[config.mk]
export PLATFORM = sky130hd
export DESIGN_NAME = clk_enable_monitor
export DESIGN_NICKNAME = d
export VERILOG_FILES = /design/src/rtl/clk_enable_monitor.sv
export SDC_FILE = /design/constraint.sdc
export NUM_CORES = 1
export LEC_CHECK = 0
export CAP_MARGIN = 10
export CELL_PAD_IN_SITES_DETAIL_PLACEMENT = 2
export CELL_PAD_IN_SITES_GLOBAL_PLACEMENT = 2
export CORE_MARGIN = 4
export CORE_UTILIZATION = 32
export DETAILED_ROUTE_END_ITERATION = 7
export PLACE_DENSITY = 0.78
export SKIP_LAST_GASP = 1
export SYNTH_ARGS = -nofsm -noshare
export SYNTH_HDL_FRONTEND = slang
export SYNTH_SLANG_ARGS = --single-unit
[constraint.sdc]
create_clock -name clk_in -period 4.19 [get_ports clk_in]
set_input_delay 0.419 -clock clk_in [delete_from_list [all_inputs] [get_ports clk_in]]
set_output_delay 0.419 -clock clk_in [all_outputs]
set_load 0.005 [all_outputs]
[src/rtl/clk_enable_monitor.sv]
// Measures spacing of clk_enable strobes: period report (1-cycle latency), tolerance/timeout flags, counters.
// Define CLK_EN_MONITOR_STATS_EN to add min/max period tracking; otherwise min/max outputs read 0.
module clk_enable_monitor #(
  parameter int EXPECTED_PERIOD = 1250000,
  parameter int TOLERANCE       = 0,
  parameter int CNT_W           = 24
) (
  input  logic             clk_in,
  input  logic             reset_n_in,
  input  logic             clk_en_in,
  input  logic             clear_in,
  output logic [CNT_W-1:0] period_out,
  output logic             period_valid_out,
  output logic             period_err_out,
  output logic             timeout_out,
  output logic [15:0]      pulse_count_out,
  output logic [CNT_W-1:0] min_period_out,
  output logic [CNT_W-1:0] max_period_out
);

  typedef enum logic {IDLE, MEASURE} state_t;

  localparam logic [CNT_W-1:0] TIMEOUT_CNT = CNT_W'(2 * EXPECTED_PERIOD - 1);
  localparam logic [CNT_W:0]   EXP_EXT     = (CNT_W+1)'(EXPECTED_PERIOD);
  localparam logic [CNT_W:0]   TOL_EXT     = (CNT_W+1)'(TOLERANCE);

  state_t           state_q, state_d;
  logic [CNT_W-1:0] cnt_q, cnt_d;
  logic [CNT_W-1:0] period_q, period_d;
  logic             valid_q, valid_d;
  logic             err_q, err_d;
  logic             to_q, to_d;
  logic [15:0]      pc_q, pc_d;

  logic [CNT_W:0]   meas_ext;
  logic [CNT_W:0]   diff;
  logic [CNT_W-1:0] meas_period;
  logic             out_of_tol;

  // One extra bit keeps cnt+1 and the |period - expected| difference overflow-free.
  always_comb begin
    meas_ext    = {1'b0, cnt_q} + (CNT_W+1)'(1);
    diff        = (meas_ext >= EXP_EXT) ? (meas_ext - EXP_EXT) : (EXP_EXT - meas_ext);
    out_of_tol  = (diff > TOL_EXT);
    meas_period = meas_ext[CNT_W-1:0];
  end

  always_comb begin
    state_d  = state_q;
    cnt_d    = cnt_q;
    period_d = period_q;
    valid_d  = 1'b0;
    err_d    = err_q;
    to_d     = to_q;
    pc_d     = pc_q;
    if (clear_in) begin
      state_d  = IDLE;
      cnt_d    = '0;
      period_d = '0;
      err_d    = 1'b0;
      to_d     = 1'b0;
      pc_d     = '0;
    end else begin
      case (state_q)
        IDLE: begin
          if (clk_en_in) begin
            state_d = MEASURE;
            cnt_d   = '0;
            pc_d    = pc_q + 16'd1;
          end
        end
        MEASURE: begin
          // A strobe on the timeout cycle takes precedence over the timeout.
          if (clk_en_in) begin
            period_d = meas_period;
            valid_d  = 1'b1;
            cnt_d    = '0;
            pc_d     = pc_q + 16'd1;
            if (out_of_tol) err_d = 1'b1;
          end else if (cnt_q == TIMEOUT_CNT) begin
            to_d    = 1'b1;
            state_d = IDLE;
            cnt_d   = '0;
          end else begin
            cnt_d = cnt_q + CNT_W'(1);
          end
        end
        default: state_d = IDLE;
      endcase
    end
  end

  always_ff @(posedge clk_in or negedge reset_n_in) begin
    if (!reset_n_in) begin
      state_q  <= IDLE;
      cnt_q    <= '0;
      period_q <= '0;
      valid_q  <= 1'b0;
      err_q    <= 1'b0;
      to_q     <= 1'b0;
      pc_q     <= '0;
    end else begin
      state_q  <= state_d;
      cnt_q    <= cnt_d;
      period_q <= period_d;
      valid_q  <= valid_d;
      err_q    <= err_d;
      to_q     <= to_d;
      pc_q     <= pc_d;
    end
  end

  assign period_out       = period_q;
  assign period_valid_out = valid_q;
  assign period_err_out   = err_q;
  assign timeout_out      = to_q;
  assign pulse_count_out  = pc_q;

`ifdef CLK_EN_MONITOR_STATS_EN
  logic [CNT_W-1:0] min_q, min_d;
  logic [CNT_W-1:0] max_q, max_d;
  logic             seen_q, seen_d;
  logic             new_period;

  always_comb begin
    min_d      = min_q;
    max_d      = max_q;
    seen_d     = seen_q;
    new_period = !clear_in && (state_q == MEASURE) && clk_en_in;
    if (clear_in) begin
      min_d  = '1;
      max_d  = '0;
      seen_d = 1'b0;
    end else if (new_period) begin
      seen_d = 1'b1;
      if (meas_period < min_q) min_d = meas_period;
      if (meas_period > max_q) max_d = meas_period;
    end
  end

  always_ff @(posedge clk_in or negedge reset_n_in) begin
    if (!reset_n_in) begin
      min_q  <= '1;
      max_q  <= '0;
      seen_q <= 1'b0;
    end else begin
      min_q  <= min_d;
      max_q  <= max_d;
      seen_q <= seen_d;
    end
  end

  // Min sits at all-ones until the first period; hide that sentinel.
  assign min_period_out = seen_q ? min_q : '0;
  assign max_period_out = max_q;
`else
  assign min_period_out = '0;
  assign max_period_out = '0;
`endif

endmodule
Yosys cells after proc, flatten, opt, wreduce, memory -nomap -nowiden
Cells that the tools add are included.
Storage, ports and cells
  output and inout port bits: 91
  logic and storage cells: 51
  bits in registers: 68
  input bits: 4
Operators by class
  reductions and logical operators: 7
  equality and inequality tests: 3
  multiplexer cells: 26
  magnitude comparators: 2
  bitwise logic cells: 1
  add/sub/neg operators: 5
Operators by type and width (number)
  $mux W24: 7
  $pmux W24 S2: 1
  $mux W16: 2
  $add A24 B1 Y25 const B: 1
  $ge A25 B21 Y1 const B: 1
  $gt A25 B1 Y1 const B: 1
  $mux W25: 1
  $sub A21 B25 Y25 const A: 1
  $sub A25 B21 Y25 const B: 1
  $add A24 B1 Y24 const B: 1
  $eq A24 B22 Y1 const B: 1
  $add A16 B1 Y16 const B: 1
  $mux W1: 14
  $reduce_bool A2 Y1: 4
  $reduce_and A3 Y1: 2
  $ne A3 B3 Y1 const B: 1
  $ne A2 B1 Y1 const B: 1
  $pmux W1 S2: 1
  $reduce_and A2 Y1: 1
  $not A1 Y1: 1

Logic depth before layout (Yosys ltp)
Gate-level depths: netlist (run 1).
  depth in word-level cells: 8
  gate-level depth with buffers: 15
  mapped depth without buffers: 13

Least setup slack after synthesis (run 1)
No wires, ideal clock.
  path type: reg-to-reg
  start point: register cnt_q[0]
  end point: register err_q, in the netlist period_err_out
  clock period less this slack: 2894 ps
  library setup time: 138 ps
  cell stages (with the launch flop): 12
  path slack: 1296 ps
  arrival time: 2756 ps
  path buffers: 1
  required time: 4052 ps
  path through: dfrtp_1 > ha_1 > buf_2 > nand3_1 > nor2_1 > xnor2_2 > o311ai_4 > a211oi_4 > a21oi_2 > or3_1 > a2111oi_0 > o22ai_1
On the way
  longest elaborated chain between the ends: 6
  elaborated cells on any way between the ends: 8
  those cells by class: 3 x add/sub; 2 x order compare; 1 x mux; 2 x reduce/logical
Ends and longest elaborated chain
  start, declared: line 28  | logic [CNT_W-1:0] cnt_q, cnt_d;
  start signal, assigned: line 104  | cnt_q <= cnt_d;
  $add A24 B1 Y25 (*): line 42  | meas_ext = {1'b0, cnt_q} + (CNT_W+1)'(1);
  $sub A21 B25 Y25, or another cell as far along: line 43  | diff = (meas_ext >= EXP_EXT) ? (meas_ext - EXP_EXT) : (EXP_EXT - meas_ext);
  $mux W25 (*): line 43
  $gt A25 B1 Y1 (*): line 44  | out_of_tol = (diff > TOL_EXT);
  $reduce_bool A2 Y1 (no line) (*)
  $reduce_and A3 Y1 (no line) (*)
  end signal, assigned: line 107  | err_q <= err_d;
  end, declared: line 31  | logic err_q, err_d;
Mark *: on every way between the ends. The rest lies on a longest branch, timed or not.
A chain may end at the register's enable or synchronous reset.

Worst setup path in the final report (run 1)
Ends and elaborated chain as after synthesis.

==> results of run 1 <==
sequential cells by signal, summed over array words and instances (netlist names):
signal and flops:
cnt_q 24, period_err_out 1, timeout_out 1, pulse_count_out 16, period_valid_out 1, period_out 24, state_q 1
cell usage after synthesis, types with 4 or more instances:
| library cell | instances | share of area |
|---|---|---|
| dfrtp_1 | 68 | 0.33 |
| nand2_1 | 64 | 0.047 |
| o21ai_0 | 60 | 0.058 |
| buf_4 | 56 | 0.082 |
| nor2_1 | 38 | 0.028 |
| xor2_1 | 25 | 0.043 |
| nand3_1 | 22 | 0.021 |
| clkbuf_1 | 20 | 0.015 |
| a21oi_1 | 18 | 0.017 |
| xnor2_1 | 17 | 0.029 |
| nor3_1 | 15 | 0.015 |
| buf_2 | 13 | 0.013 |
| o31ai_1 | 11 | 0.016 |
| inv_1 | 9 | 0.0066 |
| nand4_1 | 9 | 0.011 |
| nor4_1 | 9 | 0.011 |
| a31oi_1 | 7 | 0.0085 |
| and4_1 | 7 | 0.012 |
| and3_1 | 6 | 0.0073 |
| o2111ai_1 | 6 | 0.010 |
| or3_1 | 6 | 0.0073 |
| mux2i_1 | 5 | 0.0097 |
| nor2b_1 | 5 | 0.0061 |
| o31a_1 | 5 | 0.0085 |
| ha_1 | 4 | 0.0097 |
| nand4b_1 | 4 | 0.0068 |
power breakdown:
group	internal, mW	switching, mW	total, mW
Combinational	0.0235	0.0635	0.0870
Clock	0.583	0.314	0.897
Sequential	0.663	0.00913	0.672
Total	1.27	0.387	1.66
worst paths after layout:
path	from	end	slack, ns	cells after the start
setup / recovery	cnt_q[0]$_DFFE_PN0P_	period_err_out$_DFFE_PN0P_	0.50	10
hold / removal	reset_n_in	pulse_count_out[5]$_DFFE_PN0P_	0.29	2
setup reg to reg	cnt_q[0]$_DFFE_PN0P_	period_err_out$_DFFE_PN0P_	0.50	10
hold reg to reg	period_out[22]$_DFFE_PN0P_	period_out[22]$_DFFE_PN0P_	0.49	2
max in group asynchronous	reset_n_in	cnt_q[17]$_DFFE_PN0P_	3.27	2
min in group clk_in	period_out[22]$_DFFE_PN0P_	period_out[22]$_DFFE_PN0P_	0.49	2
layout make-up:
| cell class | instances | area [sq um] |
|---|---|---|
| clock buffers | 10 | 229.0 |
| clock inverters | 6 | 112.6 |
| fillers | 1766 | 9910 |
| inverters | 9 | 33.78 |
| multi-input cells | 477 | 3025 |
| flip-flops and latches | 68 | 1702 |
| well taps | 216 | 270.3 |
| repair buffers | 58 | 545.5 |
routing by layer:
layer | track usage | vias up | wire [microns]
li1 | - | 2120 | -
met1 | 0.2655 | 2356 | 7881
met2 | 0.3344 | 132 | 8674
met3 | 0.03018 | 20 | 751
met4 | 0.05882 | 0 | 286
met5 | 0 | - | 0
kinds of logic (layout without fill, tap and decap cells):
kind of cell / count (synthesis) / in the layout / synth area share
flops: 68 / 68 / 0.3304
buf+inv: 100 / 83 / 0.1198
other cells: 1 / 48 / 0.0007282
compound gates: 153 / 153 / 0.2060
fa+ha+maj: 4 / 4 / 0.009719
mux: 7 / 7 / 0.01409
xor+xnor: 46 / 46 / 0.08406
simple gates: 219 / 219 / 0.2352
stage by stage:
stage	instance area [sq um]	setup slack, ns	std cells
finish	5918	0.5048	844
global route	5918	0.1010	844
CTS	5916	0.3649	844
detailed placement	5574	0.3746	828
global placement	5574	0.4955	828
floorplan	5326	1.296	645
timing repair:
action | CTS | global route
gates resized for setup | 0 | 1
setup buffers | 0 | 0
setup endpoints to repair | 0 | 1
==> out/results.tsv, run 1 <==
metric	value	unit
VDD IR-drop max	177.9	uV
Largest stage delay, worst path	0.62	ns
total negative slack	0	ns
Fin. Hold Viols	0	
CP bufs+invs	0	
area grow syn2layout	14.92	%
CP max stage cell	dfrtp_1	
routed wire length	17590	microns
Post-DP HPWL	12740	microns
Max-Cap Viols	0	
Power per Cell Area	279.8	mW/mm^2
global-route wire length before repair	28480	microns
WP data required	4.40	ns
Final Max Tran Viols	0	
Rows	46	
CP Cell Sequence	ha_2 > nand2_2 > nor2_1 > xnor2_2 > a211oi_1 > o31a_1 > mux2i_1 > a41oi_1 > a2111oi_0 > o22ai_1	
worst-case clock buffer depth	2	
most frequent cells in the layout	dfrtp_1, nand2_1, o21ai_0	
Setup violations, final	0	
Vert. Die Dim	134.9	microns
crit-path leading delay family	compound AO/OA/AOI/OAI gates	
via count	4628	
Final nets	631	
most common cell after layout, fill and taps aside	dfrtp_1	
drt first pass iters	4	
synthesized area per cell	8.612	sq um
die area	0.01819	sq mm
worst slew pin tran	1.115	ns
asr flop ratio synth	1.000	
Slew HR	0.2545	
Die W	134.9	microns
Initial Util	0.3254	
overall power	1.656	mW
H-tree Lvls	3	
Sink Count	68	
predominant post-synthesis flop cell	dfrtp_1	
library cells used by synthesis	78	
EDFF count, synth	0	
Arrival @ worst endpoint	3.90	ns
WS Path Type	flop to flop	
WL per Instance	20.85	microns
Tmin final	3.685	ns
cells after synthesis	598	
CTS Hold Bufs	0	
DRT iter0 DRCs	349	
TritonCTS buffer count	9	
share of layout cells above drive strength 1	0.1019	
Worst Clk Skew	0.01014	ns
IO Count	95	
antenna viol nets, final	0	
flops & latches, synth	68	
diodes inserted	0	
Crit Path Max Fanout	16	
Mapped Area	0.005150	sq mm
root buffer cell	clkbuf_16	
vias in the first global route	4927	
CTS tree	yes	
Critical Path End Type	flop	
sequential share of the synthesized area	0.3304	
P_leak	2.387	nW
# port buffers	46	
Global Route Usage Sum	0.1990	
Clock transition at path regs	0.06	ns
antenna violations before repair	0	
largest net degree at the start of global routing	69	
GP Congestion	0.8918	
core area	0.01583	sq mm
grt ovf	0	
status	complete, no violations	
Final period util	0.8795	
via density per instance	5.483	
final hold slack	0.2852	ns
Post-Route Utilization	0.3739	
RSZ-0062 raised after global routing	false	
CP startpoint kind	flop	
type of the worst min-delay path	input port to asynchronous set/reset pin	
YS warnings	0	
Highest Clock Rate	271.4	MHz
Clock Latency Late Sink	0.35	ns
DRC Markers	0	
Power figures use the tool's default switching activity.
==> inputs of run 2 (changes only) <==
--- a/config.mk
+++ b/config.mk
@@ -5,6 +5,7 @@
 export SDC_FILE = /design/constraint.sdc
 export NUM_CORES = 1
 export LEC_CHECK = 0
+export ABC_CLOCK_PERIOD_IN_PS = 4190
 export CAP_MARGIN = 10
 export CELL_PAD_IN_SITES_DETAIL_PLACEMENT = 2
 export CELL_PAD_IN_SITES_GLOBAL_PLACEMENT = 2
==> results of run 2 <==
Final layout, timing and power as in run 1 (identical DEF).
==> inputs of run 3 (changes only) <==
--- a/config.mk
+++ b/config.mk
@@ -12,7 +12,8 @@
 export CORE_MARGIN = 4
 export CORE_UTILIZATION = 32
 export DETAILED_ROUTE_END_ITERATION = 7
-export PLACE_DENSITY = 0.78
+export GPL_ROUTABILITY_DRIVEN = 0
+export PLACE_DENSITY_LB_ADDON = 0.1
 export SKIP_LAST_GASP = 1
 export SYNTH_ARGS = -nofsm -noshare
 export SYNTH_HDL_FRONTEND = slang
==> run 3 against run 2 <==
Worst hold slack worse by 0.015 ns. Die area is the same. Cell area increased by 0.74%. Utilization is 0.28 points higher. Fmax shrank 1.3%. Critical path depth is the same. Non-clock buffer count increased by 3. Clock power up 5.9%. Register-to-register slack worse by 0.05 ns.
==> out/results.tsv, run 3 (same netlist as run 1, synthesis figures left out) <==
metric	value	unit
largest net degree at the start of global routing	45	
Arrival @ worst endpoint	3.94	ns
via count	4593	
routed wire length	17930	microns
CP startpoint	cnt_q[0]$_DFFE_PN0P_	
Slew HR	0.2368	
CP max stage cell	dfrtp_1	
DRC Markers	0	
Clock transition at path regs	0.06	ns
Highest Clock Rate	267.9	MHz
Crit Path Max Fanout	16	
overall power	1.713	mW
Final Max Tran Viols	0	
Vert. Die Dim	134.9	microns
Clock Latency Late Sink	0.35	ns
Power per Cell Area	287.3	mW/mm^2
fillers	1780	
Post-DP HPWL	13190	microns
antenna viol nets, final	0	
crit-path leading delay family	simple AND/OR/NAND/NOR gates	
WP data required	4.40	ns
RSZ-0062 raised after global routing	false	
setup ws final	0.4574	ns
Largest stage delay, worst path	0.62	ns
most frequent cells in the layout	dfrtp_1, nand2_1, o21ai_0	
DRT iter0 DRCs	262	
total negative slack	0	ns
Sink Count	68	
WL per Instance	21.20	microns
worst slew pin tran	1.141	ns
Setup violations, final	0	
CTS Hold Bufs	0	
vias in the first global route	4768	
most common cell after layout, fill and taps aside	dfrtp_1	
drt first pass iters	4	
core area	0.01583	sq mm
area grow syn2layout	15.77	%
Initial Util	0.3254	
Rows	46	
root buffer cell	clkbuf_16	
CP startpoint kind	flop	
# port buffers	46	
worst-case clock buffer depth	2	
Post-CTS Setup Repair Bufs	0	
CTS tree	yes	
CP bufs+invs	0	
Die W	134.9	microns
share of layout cells above drive strength 1	0.1063	
status	complete, no violations	
IO Count	95	
Max-Cap Viols	0	
P_leak	2.411	nW
via density per instance	5.429	
Tmin final	3.733	ns
antenna violations before repair	0	
die area	0.01819	sq mm
Final nets	634	
CP Cell Sequence	ha_2 > nand2_2 > nor2_4 > and2_1 > a31oi_1 > a211oi_4 > a21oi_2 > or3_1 > a2111oi_0 > o22ai_1	
WS Path Type	flop to flop	
reg2reg start	cnt_q[0]$_DFFE_PN0P_	
Place WS	0.2996	ns
Critical Path End Type	flop	
H-tree Lvls	3	
Worst Clk Skew	0.008713	ns
r2r setup slk	0.46	ns
global-route wire length before repair	28460	microns
type of the worst min-delay path	input port to asynchronous set/reset pin	
Final period util	0.8908	
post-cts gate resize count	0	
VDD IR-drop max	178.3	uV
diodes inserted	0	
TritonCTS buffer count	9	
Fin. Hold Viols	0	
grt ovf	0	
Global Route Usage Sum	0.2018	
## run 3: cell count changes in the layout (fill, tap and decap cells not counted)
| cell | delta |
|---|---|
| buf_4 | +3 |
| bufinv_16 | +1 |
| clkbuf_1 | -1 |
| clkinv_2 | -1 |
## run 3: path summary, 6_finish.rpt
path                                                  endpoint  cells past startpoint
worst max-delay path                period_err_out$_DFFE_PN0P_                     10
worst min-delay path            pulse_count_out[8]$_DFFE_PN0P_                      1
worst max register to register      period_err_out$_DFFE_PN0P_                     10
worst min register to register      period_out[12]$_DFFE_PN0P_                      2
max in group asynchronous       pulse_count_out[1]$_DFFE_PN0P_                      2
min in group clk_in                 period_out[12]$_DFFE_PN0P_                      2
## run 3: layer usage
| metal | vias to the layer above | wire length [microns] | global-route usage |
|---|---|---|---|
| li1 | 2122 | - | - |
| met1 | 2322 | 8567 | 0.2950 |
| met2 | 127 | 8136 | 0.3085 |
| met3 | 22 | 815 | 0.02459 |
| met4 | 0 | 412 | 0.06844 |
| met5 | - | 0 | 0 |
## run 3: worst register-to-register path: stages, from the launching register on
cell       delay, ns
dfrtp_1         0.62
ha_2            0.47
nand2_2         0.28
nor2_4          0.31
and2_1          0.32
a31oi_1         0.25
a211oi_4        0.30
a21oi_2         0.10
or3_1           0.41
a2111oi_0       0.39
o22ai_1         0.15
## run 3: power by group
part | internal (mW) | switching [mW]
Combinational | 0.0236 | 0.0675
Clock | 0.640 | 0.309
Sequential | 0.663 | 0.00924
## run 3: layout make-up
cell class,count,area (sq um),share of cell area
multi-input cells,477,3025,0.5074
well taps,216,270.3,0.04533
repair buffers,61,568.0,0.09528
inverters,9,33.78,0.005666
clock buffers,9,225.2,0.03778
flip-flops and latches,68,1702,0.2854
clock inverters,6,137.6,0.02308
## run 3: stage by stage
stage / cells / area (sq um) / util / hold slack, ns
after detailed placement: 831 / 5597 / 0.3536 / 0.4698
after global routing: 846 / 5962 / 0.3767 / 0.3646
after floorplan: 645 / 5326 / - / 0.1234
final: 846 / 5962 / 0.3767 / 0.2700
after CTS: 846 / 5959 / 0.3765 / 0.3130
after global placement: 831 / 5597 / 0.3536 / 0.4634
